--- src/rtl/rtc_pkg.sv ---
// rtc_pkg: shared definitions for the RTC bus scheduler slice.
//   - sched_state_t : scheduler states (IDLE, GRANT, RELEASE)
//   - REQ_*         : requester IDs used as the registered grant index
//   - END_PHASE_DEFAULT, ADDR_PHASE, DATA_PHASE : bus-phase constants that
//     the sequencers use to place their address and data bytes
//   - pick_winner   : fixed-priority arbitration (inicio > escritura > lectura)
package rtc_pkg;

  typedef enum logic [1:0] {
    IDLE    = 2'd0,
    GRANT   = 2'd1,
    RELEASE = 2'd2
  } sched_state_t;

  localparam logic [1:0] REQ_INICIO    = 2'd0;
  localparam logic [1:0] REQ_ESCRITURA = 2'd1;
  localparam logic [1:0] REQ_LECTURA   = 2'd2;

  localparam int PHASE_W           = 6;
  localparam int END_PHASE_DEFAULT = 42;
  localparam int ADDR_PHASE        = 7;
  localparam int DATA_PHASE        = 29;

  // Only meaningful when at least one request is high; the caller guards it.
  function automatic logic [1:0] pick_winner(input logic ini, input logic esc);
    if (ini)      return REQ_INICIO;
    else if (esc) return REQ_ESCRITURA;
    else          return REQ_LECTURA;
  endfunction

endpackage

--- src/rtl/rtc_phase_counter.sv ---
// rtc_phase_counter: bus-phase counter running 0..END_PHASE.
// Ports:
//   clk, reset : clock, synchronous active-high reset
//   clear      : force count to 0 (has priority over enable)
//   enable     : advance count by one, wrapping END_PHASE -> 0
//   count      : current phase
//   wrap       : high in the cycle where an enabled count sits at END_PHASE
module rtc_phase_counter
  import rtc_pkg::*;
#(
  parameter int END_PHASE = END_PHASE_DEFAULT
) (
  input  logic               clk,
  input  logic               reset,
  input  logic               clear,
  input  logic               enable,
  output logic [PHASE_W-1:0] count,
  output logic               wrap
);

  localparam logic [PHASE_W-1:0] LAST = PHASE_W'(END_PHASE);

  always_ff @(posedge clk) begin
    if (reset || clear) begin
      count <= '0;
    end else if (enable) begin
      count <= (count == LAST) ? '0 : count + 1'b1;
    end
  end

  assign wrap = enable && (count == LAST);

endmodule

--- src/rtl/rtc_bus_scheduler.sv ---
// rtc_bus_scheduler: grants the RTC parallel bus to one of three sequencers
// (initialisation, time/date write, periodic read), drives the shared phase
// counter cont_escritura, muxes the granted byte onto bus_out and pulses the
// matching reset_listo_* when the transaction ends.
// Ports:
//   clk, reset                 : clock, synchronous active-high reset
//   req_*                      : bus requests from the three sequencers
//   listo_*                    : done flags from the three sequencers
//   bus_in_inicio/escritura    : bytes from the two writing sequencers
//   enable_*                   : one-hot grant (only in GRANT)
//   reset_listo_*              : one-cycle clear pulse (only in RELEASE)
//   cont_escritura             : bus-phase counter
//   bus_out, bus_dir           : granted byte and direction (1 = write)
//   error_timeout              : one-cycle pulse when a grant is aborted
// Optional feature: define RTC_SCHED_TIMEOUT_EN to abort a grant after
// MAX_ROUNDS full counter rounds without listo.
module rtc_bus_scheduler
  import rtc_pkg::*;
#(
  parameter int END_PHASE  = END_PHASE_DEFAULT,
  parameter int MAX_ROUNDS = 8
) (
  input  logic       clk,
  input  logic       reset,
  input  logic       req_inicio,
  input  logic       req_escritura,
  input  logic       req_lectura,
  input  logic       listo_inicio,
  input  logic       listo_escritura,
  input  logic       listo_lectura,
  input  logic [7:0] bus_in_inicio,
  input  logic [7:0] bus_in_escritura,
  output logic       enable_inicio,
  output logic       enable_escritura,
  output logic       enable_lectura,
  output logic       reset_listo_inicio,
  output logic       reset_listo_escritura,
  output logic       reset_listo_lectura,
  output logic [5:0] cont_escritura,
  output logic [7:0] bus_out,
  output logic       bus_dir,
  output logic       error_timeout
);

  sched_state_t state, state_next;
  logic [1:0]   grant_id;
  logic         any_req;
  logic         listo_granted;
  logic         wrap;
  logic         timeout_hit;
  logic         timeout_q;

  assign any_req = req_inicio | req_escritura | req_lectura;

  // Only the granted sequencer's listo can end a grant.
  always_comb begin
    listo_granted = 1'b0;
    case (grant_id)
      REQ_INICIO:    listo_granted = listo_inicio;
      REQ_ESCRITURA: listo_granted = listo_escritura;
      REQ_LECTURA:   listo_granted = listo_lectura;
      default:       listo_granted = 1'b0;
    endcase
  end

  // Counter is held at 0 outside GRANT and on the edge that leaves GRANT,
  // so it reads 0 in IDLE, on the first GRANT cycle and in RELEASE.
  rtc_phase_counter #(
    .END_PHASE(END_PHASE)
  ) u_phase (
    .clk   (clk),
    .reset (reset),
    .clear (state_next != GRANT),
    .enable(state == GRANT),
    .count (cont_escritura),
    .wrap  (wrap)
  );

`ifdef RTC_SCHED_TIMEOUT_EN
  localparam int ROUND_W = $clog2(MAX_ROUNDS + 1);
  localparam logic [ROUND_W-1:0] LAST_ROUND = ROUND_W'(MAX_ROUNDS - 1);
  logic [ROUND_W-1:0] rounds;

  // Counts completed counter rounds within the current grant; the wrap that
  // would make it reach MAX_ROUNDS is the timeout event.
  always_ff @(posedge clk) begin
    if (reset || state != GRANT) begin
      rounds <= '0;
    end else if (wrap) begin
      rounds <= rounds + 1'b1;
    end
  end

  assign timeout_hit = (state == GRANT) && wrap && (rounds == LAST_ROUND);
`else
  // wrap and MAX_ROUNDS have no consumer without the timeout feature.
  logic timeout_unused;
  assign timeout_unused = wrap ^ (MAX_ROUNDS > 0);
  assign timeout_hit    = 1'b0;
`endif

  // State register; the grant index is latched when arbitration happens and
  // held through RELEASE so the right reset_listo pulse can be produced.
  always_ff @(posedge clk) begin
    if (reset) begin
      state     <= IDLE;
      grant_id  <= REQ_INICIO;
      timeout_q <= 1'b0;
    end else begin
      state <= state_next;
      if (state == IDLE && any_req) begin
        grant_id <= pick_winner(req_inicio, req_escritura);
      end
      // listo has priority, so a simultaneous listo suppresses the error.
      timeout_q <= (state == GRANT) && timeout_hit && !listo_granted;
    end
  end

  always_comb begin
    state_next = state;
    case (state)
      IDLE:    if (any_req) state_next = GRANT;
      GRANT:   if (listo_granted || timeout_hit) state_next = RELEASE;
      RELEASE: state_next = IDLE;
      default: state_next = IDLE;
    endcase
  end

  always_comb begin
    enable_inicio         = 1'b0;
    enable_escritura      = 1'b0;
    enable_lectura        = 1'b0;
    reset_listo_inicio    = 1'b0;
    reset_listo_escritura = 1'b0;
    reset_listo_lectura   = 1'b0;
    bus_out               = 8'h00;
    bus_dir               = 1'b0;
    error_timeout         = 1'b0;
    case (state)
      GRANT: begin
        case (grant_id)
          REQ_INICIO: begin
            enable_inicio = 1'b1;
            bus_out       = bus_in_inicio;
            bus_dir       = 1'b1;
          end
          REQ_ESCRITURA: begin
            enable_escritura = 1'b1;
            bus_out          = bus_in_escritura;
            bus_dir          = 1'b1;
          end
          default: enable_lectura = 1'b1;
        endcase
      end
      RELEASE: begin
        error_timeout = timeout_q;
        case (grant_id)
          REQ_INICIO:    reset_listo_inicio    = 1'b1;
          REQ_ESCRITURA: reset_listo_escritura = 1'b1;
          default:       reset_listo_lectura   = 1'b1;
        endcase
      end
      default: ;
    endcase
  end

endmodule
--- config.mk ---
export PLATFORM = sky130hd
export DESIGN_NAME = rtc_bus_scheduler
export DESIGN_NICKNAME = d
export VERILOG_FILES = /design/src/rtl/rtc_pkg.sv /design/src/rtl/rtc_phase_counter.sv /design/src/rtl/rtc_bus_scheduler.sv
export SDC_FILE = /design/constraint.sdc
export NUM_CORES = 1
export LEC_CHECK = 0
export CORE_UTILIZATION = 31
export CTS_CLUSTER_SIZE = 12
export DETAILED_ROUTE_END_ITERATION = 10
export GPL_ROUTABILITY_DRIVEN = 0
export PLACE_DENSITY_LB_ADDON = 0.2
export SKIP_LAST_GASP = 1
export SLEW_MARGIN = 30
export SYNTH_ARGS = -nofsm -noshare
export SYNTH_HDL_FRONTEND = slang
export SYNTH_HIERARCHICAL = 1
export SYNTH_SLANG_ARGS = --single-unit
--- constraint.sdc ---
create_clock -name clk -period 1.5 [get_ports clk]
set_input_delay 0.375 -clock clk [delete_from_list [all_inputs] [get_ports clk]]
set_output_delay 0.375 -clock clk [all_outputs]
set_load 0.1 [all_outputs]
Word-level counts from Yosys, hierarchy flattened
Cells that the tools add are included.
- bits in registers: 10
- input port bits: 24
- output and inout port bits: 22
- word-level logic and storage cells: 37
- $add $sub $neg: 1
- equality and inequality tests: 6
- multiplexer cells: 20
- bitwise operators: 2
- reduce and logical (&&, ||, !) cells: 5
- operators with widths (cell ; count):
    8-bit one-hot mux with 2 select lines ; 1
    1-bit 2-to-1 mux ; 11
    2-bit 2-to-1 mux ; 4
    8-bit 2-to-1 mux ; 1
    6-bit by 1-bit adder with 6-bit output, second input constant ; 1
    6-bit equality test, second input constant ; 1
    6-bit 2-to-1 mux ; 1
    2-bit by 1-bit equality test with 1-bit output, second input constant ; 2
    2-bit equality test, second input constant ; 2
    2-bit logical NOT ; 2
    2-bit one-hot mux with 2 select lines ; 1
    1-bit one-hot mux with 3 select lines ; 1
    2-bit by 1-bit != test with 1-bit output, second input constant ; 1
    1-bit bitwise OR ; 2
    2-bit OR reduction ; 1
    1-bit logical AND ; 1
    1-bit logical OR ; 1

Longest topological paths before layout
Gate-level depths: netlist of the first run.
- word-level depth: 6
- depth in mapped cells: 7
- gate-level depth less buffers: 6

Cells and area by module
Netlist of the first run, hierarchy kept.
- modules (own cells, without submodules) (module ; times used ; cells an instance ; area each (µm²) ; sequential area each (µm²)):
    rtc_bus_scheduler ; 1 ; 51 ; 395.4 ; 80.1
    rtc_phase_counter ; 1 ; 31 ; 284.0 ; 120.1

Worst setup path before layout of the first run
Ideal clock, no wire load.
- kind: reg-to-output
- start: register grant_id[0]
- end: output reset_listo_inicio
- arrival time: 3.707 ns
- slack: -2.582 ns
- stages on the path, launching flop included: 3
- path buffers: 1
- cells stage by stage: dfxtp_1 -> buf_2 -> nor4b_1
- word-level cells in the longest chain between the ends: 3
- ends and longest elaborated chain (item ; RTL line ; text):
    from (decl) ; rtc_bus_scheduler.sv:46 ; logic [1:0] grant_id;
    from (signal assigned) ; rtc_bus_scheduler.sv:112 ; grant_id <= pick_winner(req_inicio, req_escritura);
    2-bit logical NOT ; rtc_bus_scheduler.sv:157 ; case (grant_id)
    1-bit 2-to-1 mux ; rtc_bus_scheduler.sv:157 ;
    1-bit 2-to-1 mux ; rtc_bus_scheduler.sv:139 ; case (state)
    to (decl) ; rtc_bus_scheduler.sv:36 ; output logic reset_listo_inicio,
No other way between the ends.

Worst setup path in the final report of the first run
- start: register state[1]
- end: output enable_inicio
- word-level cells in the longest chain between the ends: 2
- ends and longest elaborated chain (item ; RTL line ; text):
    from (decl) ; rtc_bus_scheduler.sv:45 ; sched_state_t state, state_next;
    from (signal assigned) ; rtc_bus_scheduler.sv:110 ; state <= state_next;
    2-bit by 1-bit equality test with 1-bit output ; rtc_bus_scheduler.sv:139 ;
    1-bit 2-to-1 mux ; rtc_bus_scheduler.sv:139 ;
    to (decl) ; rtc_bus_scheduler.sv:33 ; output logic enable_inicio,
No other way between the ends.

==> results of run 1 <==
placed cells by master, fill, tap and decap left out, drive strengths merged:
cell and count:
or3 1, conb 1, nand4bb 1, mux2i 9
clkdlybuf4s50 23, and3b 2, clkinvlp 1, xnor2 1
clkbuf 4, o21a 1, nand2b 1, o21ai 3
a2111oi 1, nor3 1, nand4 2, and2b 1
nand2 3, a21oi 3, and2 1, buf 45
dfxtp 10, a211oi 1, nand3b 2, ha 2
xor2 3, nor4 1, o31ai 1, nor4b 2
nor2 18, a211o 1, inv 2
final cells by class:
cell class              instances  share of cell area
repair buffers                 68               0.485
clock buffers                   4              0.0201
well taps                      27              0.0187
multi-input cells              63               0.347
flip-flops and latches         10               0.121
inverters                       3             0.00833
registers in the layout (all words and copies together), names as in the netlist:
register and count:
grant_id 2, state 2, u_phase/count 6
power groups by stage:
stage	logic (mW)	registers (mW)	clock network (mW)
finish	0.917	0.310	0.244
global route	0.943	0.312	0.265
CTS	0.878	0.309	0.255
detailed placement	0.811	0.323	0
global placement	0.795	0.320	0
floorplan	0.459	0.356	0
how the worst min path moves through the flow:
stage	slack [ns]	depth (start not counted)	endpoint	startpoint
4_1_cts	0.55	2	state[0]	state[1]
5_1_grt	0.57	2	state[0]	state[1]
2_1_floorplan	0.44	1	grant_id[0]	reset
3_5_place_dp	0.53	2	u_phase/count[5]	u_phase/count[5]
3_3_place_gp	0.52	2	u_phase/count[1]	u_phase/count[1]
6_report	0.55	2	state[0]	state[1]
repair_timing:
| item | CTS | global route |
|---|---|---|
| pin swaps | 11 | 4 |
| setup endpoints to repair | 21 | 21 |
| resized for setup | 13 | 7 |
| buffers inserted | 10 | 1 |
| hold buffers | 0 | 0 |
| gates cloned | 0 | 0 |
through the flow:
| stage | TNS, ns | hold slack, ns | instances | setup slack [ns] |
|---|---|---|---|---|
| finish | -3.46 | 0.555 | 175 | -0.258 |
| CTS | -3.39 | 0.551 | 175 | -0.265 |
| floorplan | -3.35 | 0.437 | 81 | -0.448 |
| global placement | -2.65 | 0.521 | 163 | -0.344 |
| global route | -4.53 | 0.570 | 175 | -0.328 |
| detailed placement | -3.23 | 0.529 | 163 | -0.405 |
routing by layer:
metal / wire length (um) / share of wire / vias to the layer above / global-route usage
met1: 1330 / 0.39 / 427 / 0.318
met4: 228 / 0.067 / 0 / 0.142
met2: 1680 / 0.49 / 47 / 0.507
met3: 166 / 0.049 / 19 / 0.0755
li1: - / - / 419 / -
met5: 0 / 0 / - / 0
critical path, delay by kind of cell, from the launching register on:
family | cells | cell delay, ns
buf+inv | 2 | 0.32
flops | 1 | 0.32
simple gates | 3 | 0.46
==> results.md, run 1 <==
* Final WL at roughly 3400 um
* Status: complete, but fails checks
* Violated checks: negative setup slack
* Area of the multi-input gates at around 620 sq um
* H-tree Lvls at 1
* Share of cells above drive strength 1 at 0.595
* Reg-to-reg startpoint: grant_id[1]
* Top cell by count, worst path: buf_12
* DP Area at roughly 1600 sq um
* DRC at 0
* Ant. Diodes at 0
* Total power at roughly 1.5 mW
* Mapped Cells at slightly above 80
* Final Slew Violations at 0
* Core Region at roughly 2000 sq um
* Peak Freq at 569 MHz
* Reg2reg setup slack at -0.04 ns
* Die Height at 48.7 um
* Power per cell area at 816 nW/um^2
* Worst-case vdd ir drop at a little under 800 uV
* Sequential cell area at 218 sq um
* Worst setup margin at -0.258 ns
* Post-Syn Area at between 600 and 700 sq um
* Clk network pwr share at 0.166
* Vias in the first global route at 989
* Critical path endpoint category: primary output
* MaxCap Viol Count at 0
* Largest net degree at the start of global routing at 8
* CP startpoint kind: register
* Endpoints failing hold at 0
* Synthesized net count at around 110
* GRT Total Usage at 0.289
* Synth-to-layout area growth at 167%
* Final Cell Area at between 1500 and 2000 sq um
* Site Rows at 16
* First drt pass iteration count at 4
* Wirelength per Cell at 19.5 um
* Sequential share of power at 0.211
* Reg2reg path depth at 7
* Util after Layout at 0.900
* Setup crit start: state[1]
* # port buffers at 44
* Comb power frac at 0.623
* Slowest cell on crit path: dfxtp_2
* First-pass GRT wire length at ~5100 um
* Clock sinks at 10
* Vias at approximately 900
* Ys Warns at 6
* Root Driver: clkbuf_4
* Crit Path Class: reg2out
* Crit Path Max Fanout at 4
* Cell Int Power at 813 uW
* IO Pins at between 40 and 50
* Clk_lat worst skew at about 0.27 ns
* Clock-pin slew on the worst setup and hold paths at about 0.070 ns
* Worst min path class: reg2reg
* Initial Utilization at 0.338
* Remaining antenna violation count at 0
* Unrepaired setup endpoints after global routing: yes
* DP Wirelength at 1980 um
* Final worst path period share at 1.17
* Initial antenna violation count at 0
* Nets at 175
* Fin crit period at roughly 1.8 ns
* Final setup viols at 21
* Initial DRC count at 13
* Die width at ~49 um
* CTS Buf Count at 3
* Sw frac at 0.447
* Critical Path RT at between 1 and 1.5 ns
* Fin Clk Skew at approximately 0.0036 ns
* Critical path endpoint: enable_inicio
* Psw at 658 uW
* Total gr overflow at 0
* Leak at slightly below 0.7 nW
* Largest stage delay on the critical path at approximately 0.32 ns
* Clock buffer depth at 2
* Worst Path Arrival at ~1.4 ns
* Routed vias/inst at around 5.2
* FF-to-FF End: u_phase/count[1]
* Fillers at 77
* DIE AREA at 2370 sq um
* Worst-path cell chain: and2b_4, nand2b_4, buf_12, nor2_4, buf_12
* CTS tree: yes
* Avg Synthesized Cell Area at approximately 8.3 sq um
Note: power is estimated with default switching activity, not from simulation.
==> inputs of run 2 (changes only) <==
CELL_PAD_IN_SITES_DETAIL_PLACEMENT = 0   (was default)
CELL_PAD_IN_SITES_GLOBAL_PLACEMENT = 2   (was default)
CORE_UTILIZATION = 16   (was 31)
GPL_ROUTABILITY_DRIVEN = 1   (was 0)
==> results.md, run 2 (same netlist as run 1, synthesis figures left out) <==
* Final Cell Area at 1890 sq um (+4.7%)
* Ant. Diodes at 0 (unchanged)
* Largest Register: u_phase/count
* Share of cells above drive strength 1 at 0.607 (+0.0121)
* CTS Buf Count at 3 (unchanged)
* Fin crit period at 1.72 ns (-0.0391 ns)
* GPL Wtd Cong at about 0.7
* Initial Utilization at 0.168 (-0.170)
* Vias in the first global route at 744 (-25%)
* Top flop regs: u_phase/count: 6 flops, grant_id: 2 flops, state: 2 flops
* Final WL at 2400 um (-29%)
* Clock buffer depth at 2 (unchanged)
* # port buffers at 44 (unchanged)
* First drt pass iteration count at 4 (unchanged)
* Max reg flops at 6 (unchanged)
* Worst Path Arrival at 1.34 ns (-0.04 ns)
* DRC at 0 (unchanged)
* Hold Buf Count CTS at 0 (unchanged)
* Status: complete, but fails checks
* Critical path endpoint category: primary output
* Worst-case vdd ir drop at 593 uV (-23%)
* Worst setup margin at -0.219 ns (+0.0391 ns)
* Initial DRC count at 14 (+1)
* Worst path top cell family by delay: buffers and inverters
* IO Pins at 46 (unchanged)
* DIE AREA at 4490 sq um (+89%)
* Nets at 177 (+1.1%)
* H-tree Lvls at 1 (unchanged)
* Unrepaired setup endpoints after global routing: yes
* Power per cell area at 819 nW/um^2 (+0.29%)
* Worst Path Buf+Inv at 3 (+1)
* Crit Path Max Fanout at 4 (unchanged)
* Slowest cell on crit path: dfxtp_4
* Die Height at 67.0 um (+38%)
* CTS tree: yes
* Clk_lat worst skew at 0.24 ns (-0.03 ns)
* Synth-to-layout area growth at 179%
* Leak at 0.721 nW (+5.2%)
* DP Wirelength at 1830 um (-7.8%)
* Initial antenna violation count at 0 (unchanged)
* Largest stage delay on the critical path at 0.35 ns (+0.03 ns)
* GRT Total Usage at 0.106 (-0.182)
* MaxCap Viol Count at 0 (unchanged)
* Largest net degree at the start of global routing at 10 (+2)
* Final Slew Violations at 0 (unchanged)
* First-pass GRT wire length at 3460 um (-32%)
* Site Rows at 23 (+7)
* Clock sinks at 10 (unchanged)
* Crit Path Class: reg2out
* Peak Freq at 582 MHz (+2.3%)
* Worst-path cell chain: buf_4, nand2b_4, clkbuf_16, nor2_4, buf_12
* Vias at 827 (-9.3%)
* Clock-pin slew on the worst setup and hold paths at 0.05 ns (-0.02 ns)
* Critical Path RT at 1.12 ns (about the same)
* Final worst path period share at 1.15 (-0.0260)
* Commonest non-fill, non-tap cell in the layout: buf_12
* Fin Clk Skew at 0.00130 ns (-0.00231 ns)
* Violated checks: negative setup slack
* Final setup viols at 16 (-24%)
* Setup_tns at -2.77 ns (+0.684 ns)
* Core Region at 4030 sq um (+100%)
* Most frequent cells in the layout: buf_12, clkdlybuf4s50_1, buf_4
* Wirelength per Cell at 12.0 um (-38%)
* Worst min path class: reg2reg
* Total gr overflow at 0 (unchanged)
* CP startpoint kind: register
* Remaining antenna violation count at 0 (unchanged)
* Die width at 67.0 um (+38%)
* DP Area at 1660 sq um (+3.0%)
* Routed vias/inst at 4.14 (-21%)
* Root Driver: clkbuf_8
* Worst hold slack at 0.541 ns (-0.0132 ns)
* Endpoints failing hold at 0 (unchanged)
-- run 2: final timing paths --
path,slack [ns],start,depth (start not counted),end
min reg2reg,0.54,state[1],2,state[0]
min,0.54,state[1],2,state[0]
max,-0.22,grant_id[1],5,bus_out[6]
max reg2reg,-0.07,grant_id[1],7,u_phase/count[1]
-- run 2: repair_timing --
item,CTS,global route
resized for setup,22,4
cloned,0,1
setup endpoints to repair,21,21
setup buffers,6,3
pin swaps,10,10
-- run 2: per-stage QoR --
stage / util / setup slack (ns) / cells / power, mW
global route: 0.468 / -0.262 / 200 / 1.61
finish: 0.468 / -0.219 / 200 / 1.54
CTS: 0.454 / -0.234 / 197 / 1.52
detailed placement: 0.411 / -0.414 / 187 / 1.13
global placement: 0.411 / -0.392 / 187 / 1.13
floorplan: - / -0.448 / 81 / 0.815
-- run 2: area by class of cell --
type                       instances  area (sq um)
inverter                           3          15.0
clock buffer                       4          55.1
multi-input combinational         63           613
fill                             374          2140
timing repair buffer              70           921
tap                               50          62.6
sequential                        10           220
-- run 2: worst min-delay path, delay by kind of cell, from the launching register on --
family | cells | cell delay (ns)
flops | 1 | 0.32
buf+inv | 1 | 0.14
compound gates | 1 | 0.04
-- run 2: report_power, final --
group | switching, mW | total, mW | internal, mW | leakage (nW)
logic | 0.497 | 0.894 | 0.398 | 0.606
registers | 0.0309 | 0.315 | 0.284 | 0.0868
clock network | 0.105 | 0.335 | 0.231 | 0.0288
total | 0.632 | 1.54 | 0.912 | 0.721
-- run 2: per-layer routing --
metal  vias to the layer above  wire, um  global-route usage  share of wire
met5                         -         0                   0              0
met4                         0        31              0.0532          0.013
met3                         5        97              0.0342          0.040
met2                        15      1220               0.159           0.51
met1                       385      1050               0.135           0.44
li1                        422         -                   -              -
